[config.mk]
export PLATFORM = sky130hd
export DESIGN_NAME = axi4l_gpio_slave
export DESIGN_NICKNAME = d
export VERILOG_FILES = /design/src/rtl/axi4l_gpio_slave.sv
export SDC_FILE = /design/constraint.sdc
export NUM_CORES = 1
export LEC_CHECK = 0
export ABC_AREA = 1
export CAP_MARGIN = 20
export CELL_PAD_IN_SITES_DETAIL_PLACEMENT = 1
export CELL_PAD_IN_SITES_GLOBAL_PLACEMENT = 2
export CORE_MARGIN = 10
export CORE_UTILIZATION = 27
export CTS_BUF_LIST = sky130_fd_sc_hd__clkbuf_4 sky130_fd_sc_hd__clkbuf_8
export DETAILED_ROUTE_END_ITERATION = 7
export PLACE_DENSITY_LB_ADDON = 0.1
export SLEW_MARGIN = 20
export SYNTH_ARGS = -nofsm -noshare
export SYNTH_HDL_FRONTEND = slang
export SYNTH_SLANG_ARGS = --single-unit
[constraint.sdc]
create_clock -name clk -period 1.6 [get_ports clk]
set_input_delay 0.16 -clock clk [delete_from_list [all_inputs] [get_ports clk]]
set_output_delay 0.16 -clock clk [all_outputs]
set_load 0.02 [all_outputs]
[src/rtl/axi4l_gpio_slave.sv]
`default_nettype none
// ============================================================================
// Module   : axi4l_gpio_slave
// Purpose  : AXI4-Lite responder exposing a small GPIO register bank.
//            Word offsets: 0x00 DOUT (RW), 0x04 DIR (RW), 0x08 DIN (RO,
//            2-flop synchronised gpio_in), 0x0C IER / 0x10 ISR (interrupt
//            build only). Decode uses address bits [addr_width-1:2].
// Options  : GPIO_IRQ_EN - adds IER/ISR, rising-edge detect and the irq port.
// Ports    : clk, rst (async, active-low)
//            AW*/W*/B*  write address / data / response channels
//            AR*/R*     read address / data channels
//            gpio_in    asynchronous pin inputs
//            gpio_out   pin output values (DOUT)
//            gpio_oe    per-pin output enable, 1 = drive (DIR)
//            irq        level interrupt, |(ISR & IER), registered
// Revision : 1.0 - initial release
// ============================================================================
module axi4l_gpio_slave #(
    parameter int addr_width = 32,
    parameter int data_width = 32,
    parameter int GPIO_WIDTH = 32
) (
    input  logic                      clk,
    input  logic                      rst,
    input  logic [addr_width-1:0]     AWADDR,
    input  logic                      AWVALID,
    output logic                      AWREADY,
    input  logic [data_width-1:0]     WDATA,
    input  logic [data_width/8-1:0]   WSTRB,
    input  logic                      WVALID,
    output logic                      WREADY,
    output logic [1:0]                BRESP,
    output logic                      BVALID,
    input  logic                      BREADY,
    input  logic [addr_width-1:0]     ARADDR,
    input  logic                      ARVALID,
    output logic                      ARREADY,
    output logic [data_width-1:0]     RDATA,
    output logic [1:0]                RRESP,
    output logic                      RVALID,
    input  logic                      RREADY,
    input  logic [GPIO_WIDTH-1:0]     gpio_in,
    output logic [GPIO_WIDTH-1:0]     gpio_out,
    output logic [GPIO_WIDTH-1:0]     gpio_oe
`ifdef GPIO_IRQ_EN
    ,
    output logic                      irq
`endif
);

    localparam int IW = addr_width - 2;
    localparam int SW = data_width / 8;

    localparam logic [IW-1:0] c_idx_dout = IW'(0);
    localparam logic [IW-1:0] c_idx_dir  = IW'(1);
    localparam logic [IW-1:0] c_idx_din  = IW'(2);
`ifdef GPIO_IRQ_EN
    localparam logic [IW-1:0] c_idx_ier  = IW'(3);
    localparam logic [IW-1:0] c_idx_isr  = IW'(4);
`endif
    localparam logic [1:0] c_okay   = 2'b00;
    localparam logic [1:0] c_slverr = 2'b10;

    // Ready outputs stay low until the first edge after reset release.
    logic                  r_rdy;
    logic                  r_aw_full;
    logic [IW-1:0]         r_aw_idx;
    logic                  r_w_full;
    logic [data_width-1:0] r_w_data;
    logic [SW-1:0]         r_w_strb;
    logic                  r_bvalid;
    logic [1:0]            r_bresp;
    logic                  r_rvalid;
    logic [1:0]            r_rresp;
    logic [data_width-1:0] r_rdata;
    logic [GPIO_WIDTH-1:0] r_dout;
    logic [GPIO_WIDTH-1:0] r_dir;
    logic [GPIO_WIDTH-1:0] r_sync1;
    logic [GPIO_WIDTH-1:0] r_sync2;

    logic                  w_aw_acc;
    logic                  w_w_acc;
    logic                  w_commit;
    logic [IW-1:0]         w_wr_idx;
    logic [data_width-1:0] w_wr_data;
    logic [SW-1:0]         w_wr_strb;
    logic [data_width-1:0] w_bmask;
    logic [data_width-1:0] w_wdm;
    logic [data_width-1:0] w_dout_ext;
    logic [data_width-1:0] w_dir_ext;
    logic [data_width-1:0] w_din_ext;
    logic [data_width-1:0] w_dout_new;
    logic [data_width-1:0] w_dir_new;
    logic                  w_wr_err;
    logic [data_width-1:0] w_rd_data;
    logic                  w_rd_err;

`ifdef GPIO_IRQ_EN
    logic [GPIO_WIDTH-1:0] r_sync3;
    logic [GPIO_WIDTH-1:0] r_ier;
    logic [GPIO_WIDTH-1:0] r_isr;
    logic                  r_irq;
    logic [data_width-1:0] w_ier_ext;
    logic [data_width-1:0] w_isr_ext;
    logic [data_width-1:0] w_ier_new;
    logic [GPIO_WIDTH-1:0] w_isr_clr;
    logic [GPIO_WIDTH-1:0] w_rise;
`endif

    assign AWREADY  = r_rdy & ~r_aw_full;
    assign WREADY   = r_rdy & ~r_w_full;
    assign ARREADY  = r_rdy & ~r_rvalid;
    assign BVALID   = r_bvalid;
    assign BRESP    = r_bresp;
    assign RVALID   = r_rvalid;
    assign RRESP    = r_rresp;
    assign RDATA    = r_rdata;
    assign gpio_out = r_dout;
    assign gpio_oe  = r_dir;

    assign w_aw_acc = AWVALID & AWREADY;
    assign w_w_acc  = WVALID & WREADY;
    // A beat arriving this cycle counts as "held", so a same-cycle AW+W
    // commits on the accepting edge without a trip through the holders.
    assign w_commit = (r_aw_full | w_aw_acc) & (r_w_full | w_w_acc) & ~r_bvalid;

    assign w_wr_idx  = r_aw_full ? r_aw_idx : AWADDR[addr_width-1:2];
    assign w_wr_data = r_w_full  ? r_w_data : WDATA;
    assign w_wr_strb = r_w_full  ? r_w_strb : WSTRB;

    always_comb begin
        w_bmask = '0;
        for (int b = 0; b < SW; b++) begin
            w_bmask[b*8 +: 8] = {8{w_wr_strb[b]}};
        end
        w_dout_ext = '0;
        w_dir_ext  = '0;
        w_din_ext  = '0;
        w_dout_ext[GPIO_WIDTH-1:0] = r_dout;
        w_dir_ext[GPIO_WIDTH-1:0]  = r_dir;
        w_din_ext[GPIO_WIDTH-1:0]  = r_sync2;
        w_wdm      = w_wr_data & w_bmask;
        w_dout_new = (w_dout_ext & ~w_bmask) | w_wdm;
        w_dir_new  = (w_dir_ext & ~w_bmask) | w_wdm;
    end

    // Write decode: DIN is read-only, so a write to it is an error.
    always_comb begin
        w_wr_err = 1'b1;
        if (w_wr_idx == c_idx_dout || w_wr_idx == c_idx_dir) w_wr_err = 1'b0;
`ifdef GPIO_IRQ_EN
        if (w_wr_idx == c_idx_ier || w_wr_idx == c_idx_isr) w_wr_err = 1'b0;
`endif
    end

    // Read mux sees register values before any same-edge write commit.
    always_comb begin
        w_rd_data = '0;
        w_rd_err  = 1'b0;
        case (ARADDR[addr_width-1:2])
            c_idx_dout: w_rd_data = w_dout_ext;
            c_idx_dir:  w_rd_data = w_dir_ext;
            c_idx_din:  w_rd_data = w_din_ext;
`ifdef GPIO_IRQ_EN
            c_idx_ier:  w_rd_data = w_ier_ext;
            c_idx_isr:  w_rd_data = w_isr_ext;
`endif
            default:    w_rd_err  = 1'b1;
        endcase
    end

    always_ff @(posedge clk or negedge rst) begin
        if (!rst) begin
            r_rdy     <= 1'b0;
            r_aw_full <= 1'b0;
            r_aw_idx  <= '0;
            r_w_full  <= 1'b0;
            r_w_data  <= '0;
            r_w_strb  <= '0;
            r_bvalid  <= 1'b0;
            r_bresp   <= c_okay;
            r_rvalid  <= 1'b0;
            r_rresp   <= c_okay;
            r_rdata   <= '0;
        end else begin
            r_rdy <= 1'b1;
            if (w_commit) begin
                r_aw_full <= 1'b0;
                r_w_full  <= 1'b0;
                r_bvalid  <= 1'b1;
                r_bresp   <= w_wr_err ? c_slverr : c_okay;
            end else begin
                if (w_aw_acc) begin
                    r_aw_full <= 1'b1;
                    r_aw_idx  <= AWADDR[addr_width-1:2];
                end
                if (w_w_acc) begin
                    r_w_full <= 1'b1;
                    r_w_data <= WDATA;
                    r_w_strb <= WSTRB;
                end
                if (r_bvalid && BREADY) r_bvalid <= 1'b0;
            end
            if (ARVALID && ARREADY) begin
                r_rvalid <= 1'b1;
                r_rdata  <= w_rd_data;
                r_rresp  <= w_rd_err ? c_slverr : c_okay;
            end else if (r_rvalid && RREADY) begin
                r_rvalid <= 1'b0;
            end
        end
    end

    always_ff @(posedge clk or negedge rst) begin
        if (!rst) begin
            r_dout  <= '0;
            r_dir   <= '0;
            r_sync1 <= '0;
            r_sync2 <= '0;
        end else begin
            r_sync1 <= gpio_in;
            r_sync2 <= r_sync1;
            if (w_commit && w_wr_idx == c_idx_dout) r_dout <= w_dout_new[GPIO_WIDTH-1:0];
            if (w_commit && w_wr_idx == c_idx_dir)  r_dir  <= w_dir_new[GPIO_WIDTH-1:0];
        end
    end

`ifdef GPIO_IRQ_EN
    always_comb begin
        w_ier_ext = '0;
        w_isr_ext = '0;
        w_ier_ext[GPIO_WIDTH-1:0] = r_ier;
        w_isr_ext[GPIO_WIDTH-1:0] = r_isr;
        w_ier_new = (w_ier_ext & ~w_bmask) | w_wdm;
        w_isr_clr = (w_commit && w_wr_idx == c_idx_isr) ? w_wdm[GPIO_WIDTH-1:0] : '0;
    end

    // r_sync3 is the previous synchronised sample used for edge detection.
    assign w_rise = r_sync2 & ~r_sync3;
    assign irq    = r_irq;

    always_ff @(posedge clk or negedge rst) begin
        if (!rst) begin
            r_sync3 <= '0;
            r_ier   <= '0;
            r_isr   <= '0;
            r_irq   <= 1'b0;
        end else begin
            r_sync3 <= r_sync2;
            if (w_commit && w_wr_idx == c_idx_ier) r_ier <= w_ier_new[GPIO_WIDTH-1:0];
            // Set wins over a same-cycle write-1-to-clear.
            r_isr <= (r_isr & ~w_isr_clr) | w_rise;
            r_irq <= |(r_isr & r_ier);
        end
    end

    logic w_unused_irq;
    assign w_unused_irq = &{1'b0, w_ier_new};
`endif

    // Address byte-offset bits and any merge bits above GPIO_WIDTH are dropped.
    logic w_unused;
    assign w_unused = &{1'b0, AWADDR[1:0], ARADDR[1:0], w_dout_new, w_dir_new};

endmodule
`default_nettype wire

## Word level (Yosys, flattened, before mapping)

Cells that the tools add are included.

- Eq/ne operators: 3
- Multiplexer cells: 14
- Bitwise gates (word level): 20
- Reduce and logical (&&, ||, !) cells: 15

Operator list:

| cell | count |
|---|---|
| $and A32 B32 Y32 | 3 |
| $pmux W32 S3 | 1 |
| $or A32 B32 Y32 | 2 |
| $eq A30 B1 Y1 const B | 2 |
| $logic_not A30 Y1 | 2 |
| $mux W32 | 1 |
| $not A32 Y32 | 1 |
| $eq A30 B2 Y1 const B | 1 |
| $mux W30 | 1 |
| $mux W1 | 8 |
| $reduce_bool A2 Y1 | 4 |
| $and A1 B1 Y1 | 7 |
| $logic_and A1 B1 Y1 | 5 |
| $not A1 Y1 | 5 |
| $mux W2 | 2 |
| $mux W4 | 1 |
| $reduce_and A2 Y1 | 2 |
| $reduce_or A3 Y1 | 1 |
| $or A1 B1 Y1 | 2 |
| $logic_or A1 B1 Y1 | 1 |

- Flip-flop bits (word level): 235
- Input bits: 139
- Output and inout bits: 105
- Logic and storage cells: 67

## Longest topological paths before layout

Gate-level depths: netlist of the first run.

- Depth in word-level cells: 8
- Mapped depth: 11
- Depth with buffers taken out: 9

## Least setup slack after synthesis of the first run

No wires, ideal clock.

- Path kind: reg2reg
- Start: register r_rvalid, in the netlist RVALID
- End: register r_rdata[11], in the netlist RDATA[11]
- Setup time: 66 ps
- Arrival time: 1,606 ps
- Required time: 1,534 ps
- Setup slack: -72 ps
- Stages on the path, launching flop included: 7
- Path buffers: 1
- Clock period less this slack: 1,672 ps
- Path through: dfrtp_1 > nor2_1 > nand2_1 > inv_1 > clkbuf_1 > nand2_1 > nand2_1

- Word-level cells in the longest chain between the ends: 3

RTL lines:

| element | line | source |
|---|---|---|
| start, declared | 73 | `logic r_rvalid;` |
| start signal, assigned | 182 | `r_rvalid <= 1'b0;` |
| start signal, assigned | 205 | `r_rvalid <= 1'b1;` |
| start signal, assigned | 209 | `r_rvalid <= 1'b0;` |
| $not A1 Y1 | 112 | `assign ARREADY = r_rdy & ~r_rvalid;` |
| $and A1 B1 Y1 | 112 |  |
| via ARREADY | 37 | `output logic ARREADY,` |
| $logic_and A1 B1 Y1 | 204 | `if (ARVALID && ARREADY) begin` |
| end signal, assigned | 206 | `r_rdata <= w_rd_data;` |
| end, declared | 75 | `logic [data_width-1:0] r_rdata;` |

The timed path passes the listed nets, and every way through them passes these cells.
A chain may end at the register's enable or synchronous reset.

==> run summary, run 1 <==
Status: finished with violations
Violated checks: setup timing
Die Area: 45940 µm²
Worst Setup Start Kind: register
Switch share: 0.3365
CP peak stage delay: 0.45 ns
Post-Syn Area: 10200 µm²
CP max FO: 8
Slew Limit Fails: 0
PortBufs: 237
Met3 wire length: 1757 µm
Fin Setup TNS: -27.86 ns
Layout cell share with drive strength beyond 1: 0.2757
Max Cap Violations: 0
Die height: 214.3 µm
Met1 WL: 18450 µm
CTS Sinks: 233
Initial Util: 0.2720
Final hold viol count: 0
Grt ovf: 0
Overall Global Routing Usage: 0.1662
CP Data Required Time: 2.06 ns
RePlAce Congestion: 0.7395
Final WS setup: -0.3421 ns
Clk slew on worst S/H paths: 0.06 ns
Root Driver: clkbuf_8
Fin crit period: 1.942 ns
Comb power frac: 0.323
Worst path cell trace: buf_6 > buf_6 > nor2_4 > nand3_2 > nand2_2 > nand2_8 > nor2_8 > buf_12 > nand4_4 > nand2_2 > nand2_1
Endpoint type of the worst setup path: register
Crit share post-route: 1.214
Async SR Flop Fraction: 1.000
Final wirelength: 39700 µm
Dpl hpwl: 27360 µm
Post-synth cell types: 29
Routed vias: 9401
Setup violators final: 132
Post-Syn Instances: 1151
Worst-skew pair later-pin latency: 0.57 ns
Drt wl/cell: 19.31 µm
RSZ-0062 raised after global routing: true
Crit path buffers/inverters: 3
CP top delay family: simple AND/OR/NAND/NOR gates
Initial antenna violation count: 1
Post-synth EDFFs: 0
Io pins: 244
WL met2: 18760 µm
Max layer used: met5
Clock buffer count from CTS: 44
Internal Power: 13350 µW
Flops & latches, synth: 233
Critical path class: reg -> reg
Global-route wire length before repair: 61120 µm
TritonCTS clock tree: built
Site Rows: 71
Core area: 37490 µm²
R2R Path Start: r_aw_full
Sequential share of power: 0.378
Pre-antenna DRT Iters: 5
Residual DRC: 0
Hold Startpoint: gpio_in[19]
Power Dens Cells: 1228 nW/µm²
DR vias/cell: 4.572
# H-tree levels: 2
Number of DRC markers in iteration 0: 414
VDD IR max: 508.9 µV
Fmax: 514.9 MHz
Vias in the first global route: 10220
Hold crit path type: in -> reg
Largest net degree at the start of global routing: 50
Syn avg cell area: 8.858 µm²
Leak pwr: 0.008178 µW
Final setup skew: 0.02143 ns
Number of nets in the layout: 1655
Chip Width: 214.3 µm
Sequential-to-total area share from yosys stat: 0.5718
Clock share of power: 0.299
Switching pwr: 6769 µW
Antenna-violating nets left: 0
Worst setup path startpoint: r_aw_full
Syn-to-layout area delta: 60.66%
Crit path max-delay cell type: dfrtp_2
Top FF cell, synth: dfrtp_1
Post-layout util: 0.4370
WP data arrival: 2.40 ns
Clock Tree Buf Depth: 3
YS warnings: 0
# diodes: 0
==> Yosys cell counts, types with 2 or more instances <==
cell type | n | area [µm²]
buf_6 | 9 | 101.4
nor2_2 | 8 | 50.05
dfrtp_1 | 233 | 5831
nor2_4 | 3 | 33.78
o21ai_0 | 83 | 415.4
nand4_1 | 67 | 419.2
buf_1 | 3 | 11.26
o21ai_2 | 4 | 35.03
nand3_1 | 162 | 810.8
a21oi_1 | 3 | 15.01
inv_2 | 2 | 7.510
nand3_2 | 5 | 50.05
inv_1 | 66 | 247.7
nand2_2 | 4 | 25.02
nand4_4 | 8 | 170.2
nor2_1 | 50 | 187.7
nor2_8 | 2 | 40.04
conb_1 | 2 | 7.510
nand2_1 | 373 | 1400
buf_2 | 13 | 65.06
clkbuf_1 | 35 | 131.4
buf_4 | 9 | 67.56
==> logic make-up (layout without fill, tap and decap cells) <==
group                  after synthesis  after routing  synth area share
AND/OR/NAND/NOR                    686            686            0.3156
flip-flops                         233            233            0.5718
buffers and inverters              139            532           0.06541
AO/OA/AOI/OAI                       91             91           0.04639
other                                2              3         0.0007366
==> layer usage <==
layer  global-route usage  vias up
li1                     -     4530
met1               0.2217     4612
met2               0.2669      202
met3              0.03667       55
met4              0.04372        2
met5                    0        -
==> power by group through the flow <==
stage               clock (µW)  combinational (µW)  sequential [µW]
floorplan                    0                2360             7300
global placement             0                4170             7360
detailed placement           0                4270             7390
CTS                       6230                5310             7370
global route              6510                7110             7710
finish                    6020                6500             7600
==> area by class of cell <==
type | count | area (µm²)
fillers | 4230 | 21110
flip-flops and latches | 233 | 5833
multi-input cells | 780 | 4504
repair buffers | 389 | 4229
clock buffers | 72 | 878.3
well taps | 511 | 639.4
inverters | 68 | 275.3
clock inverters | 3 | 21.27
==> final timing paths <==
path                           endpoint  slack [ns]  depth (start not counted)
max                            register       -0.34                         11
min                         r_sync1[19]        0.03                          1
max reg2reg                    register       -0.34                         11
min reg2reg                 r_sync2[29]        0.34                          0
max in group asynchronous  r_w_data[26]        0.77                          3
min in group asynchronous        RVALID        0.09                          2
==> cell usage in the layout (no fill, tap or decap), types with 24 or more instances in the layout <==
cell type        synthesis  final
o21ai_2                  4     34
clkdlybuf4s50_1          0    133
dfrtp_1                233    231
nand2_2                  4     67
inv_1                   66     64
nand2_1                373    273
nand2_4                  1     36
clkbuf_8                 0     54
buf_12                   1     35
o21ai_0                 83     35
nand3_1                162    145
dlygate4sd2_1            0     83
nand4_1                 67     67
buf_6                    9     24
buf_4                    9     65
nor2_1                  50     36
==> timing repair <==
item | 4_1_cts | 5_1_grt
cloned | 10 | 11
hold buffers | 13 | 1
setup endpoints to repair | 199 | 144
resized for setup | 242 | 213
pin swaps | 23 | 41
setup buffers | 22 | 14
endpoints found under the hold margin | 245 | 1
==> per-stage QoR <==
| stage | total power, µW | worst slack (ns) | hold WS [ns] | area [µm²] | instances |
|---|---|---|---|---|---|
| 2_1_floorplan | 9661 | 0.05057 | -0.1356 | 10200 | 1152 |
| 3_3_place_gp | 11530 | -0.3215 | 0.1117 | 13830 | 1920 |
| 3_5_place_dp | 11650 | -0.3196 | 0.1112 | 13830 | 1920 |
| 4_1_cts | 18910 | -0.2784 | 0.001448 | 15520 | 2040 |
| 5_1_grt | 21340 | -0.4316 | 0.002647 | 16380 | 2056 |
| 6_report | 20120 | -0.3421 | 0.03280 | 16380 | 2056 |
Note: power is estimated with default switching activity, not from simulation.
==> run 2, diff against run 1 <==
--- a/config.mk
+++ b/config.mk
@@ -13,7 +13,7 @@
 export CORE_UTILIZATION = 27
 export CTS_BUF_LIST = sky130_fd_sc_hd__clkbuf_4 sky130_fd_sc_hd__clkbuf_8
 export DETAILED_ROUTE_END_ITERATION = 7
-export PLACE_DENSITY_LB_ADDON = 0.1
+export PLACE_DENSITY = 0.86
 export SLEW_MARGIN = 20
 export SYNTH_ARGS = -nofsm -noshare
 export SYNTH_HDL_FRONTEND = slang
==> run summary, run 2 (synthesized netlist as in run 1, its figures left out) <==
Status: finished with violations
Violated checks: setup timing
Core area: 37490 µm² (unchanged)
Placed Area: 13660 µm² (-1.3%)
VDD IR max: 651.7 µV (+28%)
Grt ovf: 0 (unchanged)
Reg area: 5833 µm² (unchanged)
FILL cells: 4236 (+0.14%)
Die height: 214.3 µm (unchanged)
Chip Width: 214.3 µm (unchanged)
Clk slew on worst S/H paths: 0.07 ns (about the same)
Drt wl/cell: 20.26 µm (+4.9%)
Most frequent cells in the layout: 275 x nand2_1, 231 x dfrtp_1, 146 x nand3_1
Pre-antenna DRT Iters: 5 (unchanged)
TritonCTS clock tree: built
Final WS setup: -0.3431 ns (-0.0009500 ns)
Max Cap Violations: 0 (unchanged)
Multi-input gate area: 4478 µm² (-0.58%)
CTS Sinks: 233 (unchanged)
Critical path class: reg -> reg
Dpl hpwl: 28030 µm (+2.5%)
Post-route design area: 16180 µm² (-1.2%)
WHS: 0.04000 ns (+0.007199 ns)
Die Area: 45940 µm² (unchanged)
Power Dens Cells: 1272 nW/µm² (+3.6%)
Setup violators final: 134 (+1.5%)
RSZ-0062 raised after global routing: true
Root Driver: clkbuf_8
Final wirelength: 41270 µm (+4.0%)
Fin crit period: 1.943 ns (+0.0009500 ns)
RePlAce Congestion: 0.8329 (+13%)
CP Data Required Time: 2.13 ns (+0.07 ns)
Vias in the first global route: 10110 (-1.1%)
Leak pwr: 0.008073 µW (-1.3%)
Commonest non-fill, non-tap cell in the layout: nand2_1
Crit path max-delay cell type: dfrtp_2
Antenna-violating nets left: 0 (unchanged)
Final setup skew: 0.03833 ns (+0.01690 ns)
Number of DRC markers in iteration 0: 561 (+36%)
Hold Path Stages: 1 (unchanged)
Critical path's most frequent cell: nor2_4
Largest net degree at the start of global routing: 55 (+10%)
Endpoint type of the worst setup path: register
Initial Util: 0.2720 (unchanged)
Worst-Margin Slew: 0.5763 ns
DR vias/cell: 4.721 (+3.2%)
Max_slew headroom: 0.6117
Initial antenna violation count: 11 (+10)
Worst Setup Start Kind: register
Hold crit path type: in -> reg
R2R cell count: 10 (-1)
Routed vias: 9616 (+2.3%)
Tot Pwr: 20580 µW (+2.3%)
Residual DRC: 0 (unchanged)
CP peak stage delay: 0.44 ns (about the same)
Number of nets in the layout: 1627 (-1.7%)
Clock Tree Buf Depth: 3 (unchanged)
Crit share post-route: 1.214 (about the same)
Worst path cell trace: buf_6 > buf_8 > a21o_1 > nand2_2 > nor2_4 > nand3_2 > nor2_4 > buf_12 > nand4_1 > nand2_1
Clock buffer count from CTS: 44 (unchanged)
Global-route wire length before repair: 59930 µm (-1.9%)
Site Rows: 71 (unchanged)
Io pins: 244 (unchanged)
CP max FO: 32 (+24)
Layout cell share with drive strength beyond 1: 0.2635 (-0.01226)
Worst-skew pair later-pin latency: 0.59 ns (+0.02 ns)
Fin Setup TNS: -33.34 ns (-5.483 ns)
WP data arrival: 2.47 ns (+0.07 ns)
Slew Limit Fails: 0 (unchanged)
Syn-to-layout area delta: 58.66%
Final hold viol count: 0 (unchanged)
# H-tree levels: 2 (unchanged)
PortBufs: 237 (unchanged)
Overall Global Routing Usage: 0.1630 (-0.003175)
Fmax: 514.7 MHz (about the same)
run 2: cell count changes in the layout (fill, tap and decap cells not counted), moves of 3 or more:
cell,before,now
clkdlybuf4s15_2,3,6
clkbuf_16,8,12
buf_12,35,30
clkbuf_4,18,12
diode_2,0,4
nand2_2,67,63
clkdlybuf4s15_1,11,8
clkbuf_8,54,59
buf_6,24,10
nor2_2,7,13
clkinv_2,1,5
buf_4,65,54
nor2_4,18,13
run 2: report_power, final:
group          switching [µW]  total [µW]  internal, µW
combinational            3420        6300          2880
sequential                862        7680          6820
clock                    2690        6600          3910
run 2: cell type report:
class / count / area share
Multi-Input combinational cell: 780 / 0.2768
Timing Repair Buffer: 361 / 0.2433
Inverter: 68 / 0.01655
Tap cell: 511 / 0.03952
Clock buffer: 71 / 0.05577
Sequential cell: 233 / 0.3606
Antenna cell: 4 / 0.0006188
Clock inverter: 9 / 0.006806
run 2: worst paths after layout:
check / startpoint / to / slack (ns)
hold / removal: gpio_in[3] / r_sync1[3] / 0.04
min in group asynchronous: rst / r_aw_idx[16] / 0.08
hold reg to reg: r_sync1[23] / r_sync2[23] / 0.34
setup reg to reg: r_aw_full / register / -0.34
setup / recovery: r_aw_full / register / -0.34
max in group asynchronous: rst / RRESP[1] / 0.92
run 2: per-stage QoR:
step           std cells    util  worst slack [ns]
5_1_grt             2034  0.4313           -0.4556
3_3_place_gp        1903  0.3644           -0.2355
4_1_cts             2010  0.3989           -0.2252
2_1_floorplan       1152       -           0.05057
6_report            2037  0.4315           -0.3431
3_5_place_dp        1903  0.3644           -0.3416
run 2: timing repair:
action                                  in CTS  in global routing
hold buffers                                15                  0
setup buffers                               10                  7
gates cloned                                 2                 17
resized for setup                          162                274
pin swaps                                   10                 26
endpoints found under the setup margin     199                138
hold endpoints to repair                   247                  0
run 2: critical path: cells and delay by family, from the launching register on:
kind | cells | cell delay (ns)
buf+inv | 3 | 0.44
flops | 1 | 0.44
compound gates | 1 | 0.13
simple gates | 6 | 0.86
run 2: layer usage:
metal | part of all wire | global-route usage | vias to the layer above
li1 | - | - | 4489
met1 | 0.43 | 0.2138 | 4758
met2 | 0.48 | 0.2504 | 274
met3 | 0.056 | 0.04316 | 85
met4 | 0.034 | 0.06665 | 10
met5 | 0.0013 | 0 | -
